### config.mk
export PLATFORM = sky130hd
export DESIGN_NAME = uart_ctrl_p
export DESIGN_NICKNAME = d
export VERILOG_FILES = /design/src/rtl/uart_ctrl_p.sv
export SDC_FILE = /design/constraint.sdc
export NUM_CORES = 1
export LEC_CHECK = 0
export ABC_AREA = 1
export CAP_MARGIN = 20
export CORE_MARGIN = 4
export CORE_UTILIZATION = 64
export CTS_BUF_LIST = sky130_fd_sc_hd__clkbuf_8
export CTS_CLUSTER_DIAMETER = 50
export DETAILED_ROUTE_END_ITERATION = 12
export PLACE_DENSITY = 0.86
export SYNTH_ARGS = -nofsm -noshare
export SYNTH_HDL_FRONTEND = slang
export SYNTH_SLANG_ARGS = --single-unit
### constraint.sdc
create_clock -name clk -period 2.3 [get_ports clk]
set_input_delay 0.23 -clock clk [delete_from_list [all_inputs] [get_ports clk]]
set_output_delay 0.23 -clock clk [all_outputs]
set_load 0.03 [all_outputs]
### src/rtl/uart_ctrl_p.sv
// Parametrised UART transceiver: configurable framing and baud divisor, filtered
// receiver feeding a first-word-fall-through RX FIFO, optional hardware echo.
module uart_ctrl_p #(
    parameter int unsigned BAUD_DIV   = 1085,
    parameter int unsigned DATA_BITS  = 8,
    parameter int unsigned PARITY     = 0,
    parameter int unsigned STOP_BITS  = 1,
    parameter int unsigned FIFO_DEPTH = 16,
    parameter int unsigned ECHO       = 0
) (
    input  logic                          clk,
    input  logic                          rst_n,
    input  logic                          rxd,
    output logic                          txd,
    input  logic [DATA_BITS-1:0]          tx_data,
    input  logic                          tx_valid,
    output logic                          tx_ready,
    output logic [DATA_BITS-1:0]          rx_data,
    output logic                          rx_frame_err,
    output logic                          rx_parity_err,
    output logic                          rx_valid,
    input  logic                          rx_ready,
    output logic                          rx_overrun,
    output logic [$clog2(FIFO_DEPTH):0]   rx_fifo_cnt
);

    localparam int unsigned BD_W  = $clog2(BAUD_DIV);
    localparam int unsigned BIT_W = $clog2(DATA_BITS);
    localparam int unsigned PTR_W = $clog2(FIFO_DEPTH);
    localparam int unsigned CNT_W = PTR_W + 1;
    localparam int unsigned ENT_W = DATA_BITS + 2;

    localparam logic [BD_W-1:0]  BAUD_LAST = BD_W'(BAUD_DIV - 1);
    localparam logic [BD_W-1:0]  BAUD_HALF = BD_W'(BAUD_DIV / 2 - 1);
    localparam logic [BIT_W-1:0] BIT_LAST  = BIT_W'(DATA_BITS - 1);
    localparam logic [BIT_W-1:0] STOP_LAST = BIT_W'(STOP_BITS - 1);
    localparam bit               PAR_EN    = (PARITY != 0);
    localparam bit               PAR_ODD   = (PARITY == 1);
    localparam bit               ECHO_EN   = (ECHO != 0);

    typedef enum logic [2:0] {
        S_IDLE,
        S_START,
        S_DATA,
        S_PARITY,
        S_STOP
    } state_e;

    // Transmit handshake source: external port or FIFO head in echo mode
    logic                 tx_valid_int;
    logic [DATA_BITS-1:0] tx_data_int;
    logic                 tx_fire;
    logic [ENT_W-1:0]     head;
    logic                 rx_valid_q;
    logic                 tx_ready_q;

    assign tx_valid_int = ECHO_EN ? rx_valid_q : tx_valid;
    assign tx_data_int  = ECHO_EN ? head[ENT_W-1:2] : tx_data;
    assign tx_fire      = tx_valid_int & tx_ready_q;

    // ---------------- transmitter ----------------
    state_e               tx_state_q, tx_state_d;
    logic [BD_W-1:0]      tx_baud_q, tx_baud_d;
    logic [BIT_W-1:0]     tx_bit_q, tx_bit_d;
    logic [DATA_BITS-1:0] tx_shift_q, tx_shift_d;
    logic                 tx_par_q, tx_par_d;
    logic                 txd_q, txd_d;
    logic                 tx_ready_d;
    logic                 tx_wrap;

    assign tx_wrap = (tx_baud_q == BAUD_LAST);

    always_ff @(posedge clk or negedge rst_n) begin
        if (!rst_n) begin
            tx_state_q <= S_IDLE;
            tx_baud_q  <= '0;
            tx_bit_q   <= '0;
            tx_shift_q <= '0;
            tx_par_q   <= 1'b0;
            txd_q      <= 1'b1;
            tx_ready_q <= 1'b1;
        end else begin
            tx_state_q <= tx_state_d;
            tx_baud_q  <= tx_baud_d;
            tx_bit_q   <= tx_bit_d;
            tx_shift_q <= tx_shift_d;
            tx_par_q   <= tx_par_d;
            txd_q      <= txd_d;
            tx_ready_q <= tx_ready_d;
        end
    end

    // txd_d is the line level for the bit that starts on the next cycle
    always_comb begin
        tx_state_d = tx_state_q;
        tx_baud_d  = tx_baud_q;
        tx_bit_d   = tx_bit_q;
        tx_shift_d = tx_shift_q;
        tx_par_d   = tx_par_q;
        txd_d      = txd_q;
        tx_ready_d = tx_ready_q;
        case (tx_state_q)
            S_IDLE: begin
                txd_d      = 1'b1;
                tx_ready_d = 1'b1;
                if (tx_fire) begin
                    tx_state_d = S_START;
                    tx_baud_d  = '0;
                    tx_shift_d = tx_data_int;
                    tx_par_d   = (^tx_data_int) ^ PAR_ODD;
                    txd_d      = 1'b0;
                    tx_ready_d = 1'b0;
                end
            end
            S_START: begin
                if (tx_wrap) begin
                    tx_state_d = S_DATA;
                    tx_baud_d  = '0;
                    tx_bit_d   = '0;
                    txd_d      = tx_shift_q[0];
                    tx_shift_d = tx_shift_q >> 1;
                end else begin
                    tx_baud_d = tx_baud_q + BD_W'(1);
                end
            end
            S_DATA: begin
                if (tx_wrap) begin
                    tx_baud_d = '0;
                    if (tx_bit_q == BIT_LAST) begin
                        tx_bit_d = '0;
                        if (PAR_EN) begin
                            tx_state_d = S_PARITY;
                            txd_d      = tx_par_q;
                        end else begin
                            tx_state_d = S_STOP;
                            txd_d      = 1'b1;
                        end
                    end else begin
                        tx_bit_d   = tx_bit_q + BIT_W'(1);
                        txd_d      = tx_shift_q[0];
                        tx_shift_d = tx_shift_q >> 1;
                    end
                end else begin
                    tx_baud_d = tx_baud_q + BD_W'(1);
                end
            end
            S_PARITY: begin
                if (tx_wrap) begin
                    tx_state_d = S_STOP;
                    tx_baud_d  = '0;
                    tx_bit_d   = '0;
                    txd_d      = 1'b1;
                end else begin
                    tx_baud_d = tx_baud_q + BD_W'(1);
                end
            end
            S_STOP: begin
                txd_d = 1'b1;
                if (tx_wrap) begin
                    tx_baud_d = '0;
                    if (tx_bit_q == STOP_LAST) begin
                        tx_state_d = S_IDLE;
                        tx_ready_d = 1'b1;
                    end else begin
                        tx_bit_d = tx_bit_q + BIT_W'(1);
                    end
                end else begin
                    tx_baud_d = tx_baud_q + BD_W'(1);
                end
            end
            default: begin
                tx_state_d = S_IDLE;
                txd_d      = 1'b1;
                tx_ready_d = 1'b1;
            end
        endcase
    end

    assign txd      = txd_q;
    assign tx_ready = tx_ready_q;

    // ---------------- receiver ----------------
    logic                 rx_s1_q, rx_s2_q, rx_prev_q;
    state_e               rx_state_q, rx_state_d;
    logic [BD_W-1:0]      rx_baud_q, rx_baud_d;
    logic [BIT_W-1:0]     rx_bit_q, rx_bit_d;
    logic [DATA_BITS-1:0] rx_shift_q, rx_shift_d;
    logic                 rx_perr_q, rx_perr_d;
    logic                 rx_wrap;
    logic                 push;
    logic [ENT_W-1:0]     push_entry;

    assign rx_wrap = (rx_baud_q == BAUD_LAST);

    // Two-flop synchroniser plus one delayed copy for falling-edge detection
    always_ff @(posedge clk or negedge rst_n) begin
        if (!rst_n) begin
            rx_s1_q   <= 1'b1;
            rx_s2_q   <= 1'b1;
            rx_prev_q <= 1'b1;
        end else begin
            rx_s1_q   <= rxd;
            rx_s2_q   <= rx_s1_q;
            rx_prev_q <= rx_s2_q;
        end
    end

    always_ff @(posedge clk or negedge rst_n) begin
        if (!rst_n) begin
            rx_state_q <= S_IDLE;
            rx_baud_q  <= '0;
            rx_bit_q   <= '0;
            rx_shift_q <= '0;
            rx_perr_q  <= 1'b0;
        end else begin
            rx_state_q <= rx_state_d;
            rx_baud_q  <= rx_baud_d;
            rx_bit_q   <= rx_bit_d;
            rx_shift_q <= rx_shift_d;
            rx_perr_q  <= rx_perr_d;
        end
    end

    // Start bit is confirmed at half a bit; all later samples land mid-bit
    always_comb begin
        rx_state_d = rx_state_q;
        rx_baud_d  = rx_baud_q;
        rx_bit_d   = rx_bit_q;
        rx_shift_d = rx_shift_q;
        rx_perr_d  = rx_perr_q;
        push       = 1'b0;
        case (rx_state_q)
            S_IDLE: begin
                if (rx_prev_q && !rx_s2_q) begin
                    rx_state_d = S_START;
                    rx_baud_d  = '0;
                    rx_perr_d  = 1'b0;
                end
            end
            S_START: begin
                if (rx_baud_q == BAUD_HALF) begin
                    rx_baud_d  = '0;
                    rx_bit_d   = '0;
                    rx_state_d = rx_s2_q ? S_IDLE : S_DATA;
                end else begin
                    rx_baud_d = rx_baud_q + BD_W'(1);
                end
            end
            S_DATA: begin
                if (rx_wrap) begin
                    rx_baud_d  = '0;
                    rx_shift_d = {rx_s2_q, rx_shift_q[DATA_BITS-1:1]};
                    if (rx_bit_q == BIT_LAST) begin
                        rx_state_d = PAR_EN ? S_PARITY : S_STOP;
                    end else begin
                        rx_bit_d = rx_bit_q + BIT_W'(1);
                    end
                end else begin
                    rx_baud_d = rx_baud_q + BD_W'(1);
                end
            end
            S_PARITY: begin
                if (rx_wrap) begin
                    rx_baud_d  = '0;
                    rx_perr_d  = (^rx_shift_q) ^ PAR_ODD ^ rx_s2_q;
                    rx_state_d = S_STOP;
                end else begin
                    rx_baud_d = rx_baud_q + BD_W'(1);
                end
            end
            S_STOP: begin
                if (rx_wrap) begin
                    rx_baud_d  = '0;
                    push       = 1'b1;
                    rx_state_d = S_IDLE;
                end else begin
                    rx_baud_d = rx_baud_q + BD_W'(1);
                end
            end
            default: rx_state_d = S_IDLE;
        endcase
    end

    assign push_entry = {rx_shift_q, ~rx_s2_q, rx_perr_q};

    // ---------------- RX FIFO ----------------
    logic [ENT_W-1:0] mem_q [FIFO_DEPTH];
    logic [PTR_W-1:0] wr_ptr_q, rd_ptr_q;
    logic [CNT_W-1:0] cnt_q, cnt_d;
    logic             rx_overrun_q;
    logic             full, pop_req, pop, push_ok;

    assign full    = (cnt_q == CNT_W'(FIFO_DEPTH));
    assign pop_req = ECHO_EN ? tx_fire : rx_ready;
    assign pop     = pop_req & rx_valid_q;
    assign push_ok = push & (~full | pop);
    assign head    = mem_q[rd_ptr_q];

    always_comb begin
        cnt_d = cnt_q;
        if (push_ok && !pop) begin
            cnt_d = cnt_q + CNT_W'(1);
        end else if (!push_ok && pop) begin
            cnt_d = cnt_q - CNT_W'(1);
        end
    end

    always_ff @(posedge clk or negedge rst_n) begin
        if (!rst_n) begin
            for (int i = 0; i < int'(FIFO_DEPTH); i++) begin
                mem_q[i] <= '0;
            end
            wr_ptr_q     <= '0;
            rd_ptr_q     <= '0;
            cnt_q        <= '0;
            rx_valid_q   <= 1'b0;
            rx_overrun_q <= 1'b0;
        end else begin
            if (push_ok) begin
                mem_q[wr_ptr_q] <= push_entry;
                wr_ptr_q        <= wr_ptr_q + PTR_W'(1);
            end
            if (pop) begin
                rd_ptr_q <= rd_ptr_q + PTR_W'(1);
            end
            cnt_q        <= cnt_d;
            rx_valid_q   <= (cnt_d != '0);
            rx_overrun_q <= push & full & ~pop;
        end
    end

    assign rx_data       = head[ENT_W-1:2];
    assign rx_frame_err  = head[1];
    assign rx_parity_err = head[0];
    assign rx_valid      = rx_valid_q;
    assign rx_overrun    = rx_overrun_q;
    assign rx_fifo_cnt   = cnt_q;

endmodule

==> flow_summary.ini <==
[power]
p_per_area_nw_per_um2 = 1130
power_frac_comb_pct = 41.8
p_clk_share_pct = 25.7
p_sw_share_pct = 38.5
p_sw_mw = 5.58
internal_power_mw = 8.92
p_leak_nw = 5.76
p_seq_share_pct = 32.5
ir_drop_uv = 1230

[global_routing]
grt_overflow_total = 0
grt_max_degree = 74
grt_pass1_wl_mm = 45.3
antenna_found_initial = 0
track_usage_pct = 28.4
grt_pass1_vias = 9062

[routing]
vias = 9312
firstDrtPassIters = 6
drc_errors = 0
ant_nets = 0
viasPerCell = 5.98
routed_wl_mm = 27.6
wl_per_cell_um = 17.7
drt_iter0_markers = 782

[placed_design]
dp_hpwl_mm = 16.6
post-place-ws_ns = 0.0846
port_buffers = 31
gp_congestion = 0.866

[clocking]
worst_skew_pair.late_latency_ns = 0.53
cts_sinks = 231
cts_tree = done
path_clk_slew_ns = 0.06
cts_buffer_depth = 3
numCtsBuffers = 38
cts_max_level = 2
cts_root_buf = clkbuf_8

[final_layout]
nets = 1344
syn_to_final_growth_pct = 15.7
antenna_cells = 0
drive_above_1_share_pct = 13.8
final_common_cell = nand2_1
final_cell_mix = nand2_1 (289), dfrtp_1 (224), o21ai_1 (170)

[critical_path]
crit_type = reg -> out
reg2reg_to = mem_q[141]
cp_max_fo = 18
rrSetupSlack_ns = 0.17
required_ns = 2.07
cp.arrival_ns = 2.14
r2r-start = rx_fifo_cnt[0]
cp-start-kind = flip-flop
ff2ff_path_depth = 12
crit_path_end_kind = output pin

[logic_synthesis]
synthesis.area_um2 = 11000
syn_nets = 1298
ys_seq_elements = 231
synth_edf_count = 0
async_reset_ff_share_pct = 100
synth.avg_cell_area_um2 = 8.72
ys_seq_area_share_pct = 52.4
synthFlopType = dfrtp_1
synthDistinctLibCells = 48
synth_warnings = 0
synthCells = 1267

[timing]
setup_tns_ns = -0.187
hold_viol = 0
fmax_mhz = 422
slew_viol_final = 0
period_needed_ns = 2.37
tightest_slew_ns = 0.733
clock_skew_ns = 0.0162
finalWorstSetupSlack_ns = -0.0699
rsz0062_at_grt = true
setup_viol = 3
fin_crit_sh_pct = 103
slew_headroom_pct = 51.1

[min_path]
hold_path_end = rx_s1_q
hold_path_class = in -> reg
min_from = rxd
hold_depth = 1

[run_status]
failed_checks = negative setup slack
status = finished with violations

[floorplanning]
die_height_um = 139
start_util_pct = 65.9
core_um2 = 16800
dieArea_um2 = 19400
row_count = 47
chipWidth_um = 139
num_io_pins = 32

[flow_run]
max_cap_violations = 0
## layer usage
metal / GRT usage, % / vias up / share of wire, %
li1: - / 4357 / -
met1: 37.0 / 4427 / 40
met2: 45.8 / 432 / 47
met3: 6.42 / 96 / 8.9
met4: 12.7 / 0 / 4.1
met5: 0 / - / 0
## layout make-up
| class | instances | area (µm²) |
|---|---|---|
| well taps | 220 | 275 |
| multi-input cells | 876 | 4670 |
| repair buffers | 82 | 922 |
| clock inverters | 11 | 70.1 |
| inverters | 84 | 323 |
| flip-flops and latches | 231 | 5790 |
| fillers | 1191 | 3980 |
| clock buffers | 53 | 729 |
## worst max-delay path: stages (launching register included)
cell,delay [ns]
dfrtp_2,0.47
buf_6,0.19
o21ai_0,0.26
o32ai_2,0.13
o211ai_1,0.26
nand2_1,0.13
buf_6,0.16
## Yosys cell counts (all sizes together), types with 5 or more instances
master  number  area share [%]
a21oi       16            0.76
buf         45             2.1
clkbuf      31             1.1
dfrtp      226              51
dfstp        5             1.2
ha          18             2.0
inv         81             2.8
mux2i       30             2.7
nand2      293              10
nand3       37             1.7
nand4       10            0.82
nor2       114             4.2
nor3        22             1.0
o211ai      14             1.0
o21ai      240              11
o221ai      31             2.5
o32ai        8            0.63
or2          6            0.36
xnor2        5            0.40
xor2        15             1.2
## registers in the layout (all words and copies together), names as in the netlist, 4 cells and up
name         count
tx_shift_q       8
rx_baud_q       11
wr_ptr_q         4
rd_ptr_q         4
rx_shift_q       8
tx_baud_q       11
mem_q          160
rx_fifo_cnt      5
## stage by stage
step / instance area (µm²) / hold WS (ns) / utilization, % / instances / total power, mW
final: 12800 / 0.107 / 76.2 / 1557 / 14.5
after global routing: 12800 / 0.105 / 76.2 / 1557 / 15.3
after CTS: 12700 / 0.0863 / 75.6 / 1556 / 14.2
after detailed placement: 11700 / 0.238 / 70.1 / 1484 / 10.2
after global placement: 11700 / 0.237 / 70.1 / 1484 / 10.0
after floorplan: 11000 / -0.0656 / - / 1267 / 8.47
## power by group through the flow
stage,Clock (mW),Sequential (mW),Combinational [mW]
2_1_floorplan,0,4.81,3.67
3_3_place_gp,0,4.74,5.28
3_5_place_dp,0,4.76,5.43
4_1_cts,3.77,4.70,5.72
5_1_grt,3.97,4.75,6.57
6_report,3.73,4.71,6.07
## how the worst max path moves through the flow
| stage | from | end | slack [ns] | depth (start not counted) |
|---|---|---|---|---|
| 6_report | rd_ptr_q[0] | rx_data[3] | -0.07 | 6 |
| 3_3_place_gp | rd_ptr_q[0] | rx_data[1] | 0.11 | 7 |
| 3_5_place_dp | rd_ptr_q[0] | rx_data[1] | 0.08 | 7 |
| 5_1_grt | rd_ptr_q[0] | rx_data[3] | -0.16 | 6 |
| 2_1_floorplan | rx_fifo_cnt[0] | mem_q[121] | 0.37 | 11 |
| 4_1_cts | rd_ptr_q[0] | rx_data[1] | -0.06 | 7 |
## logic make-up after synthesis
family                     Yosys count  share of synthesized area (%)
buffers and inverters              160                           6.01
AOI/OAI and AO/OA                  319                           16.7
xor gates and xnor gates            20                           1.59
adders and majority gates           18                           2.04
and+or+nand+nor                    489                           18.6
muxes                               30                           2.72
DFF                                231                           52.4
## timing repair
item	in CTS	in global routing
setup buffers	4	1
cloned	3	0
resized for setup	61	43
pin swaps	3	9
hold buffers	1	0
endpoints found under the setup margin	10	10
hold endpoints to repair	69	0
Note: power is estimated with default switching activity, not from simulation.
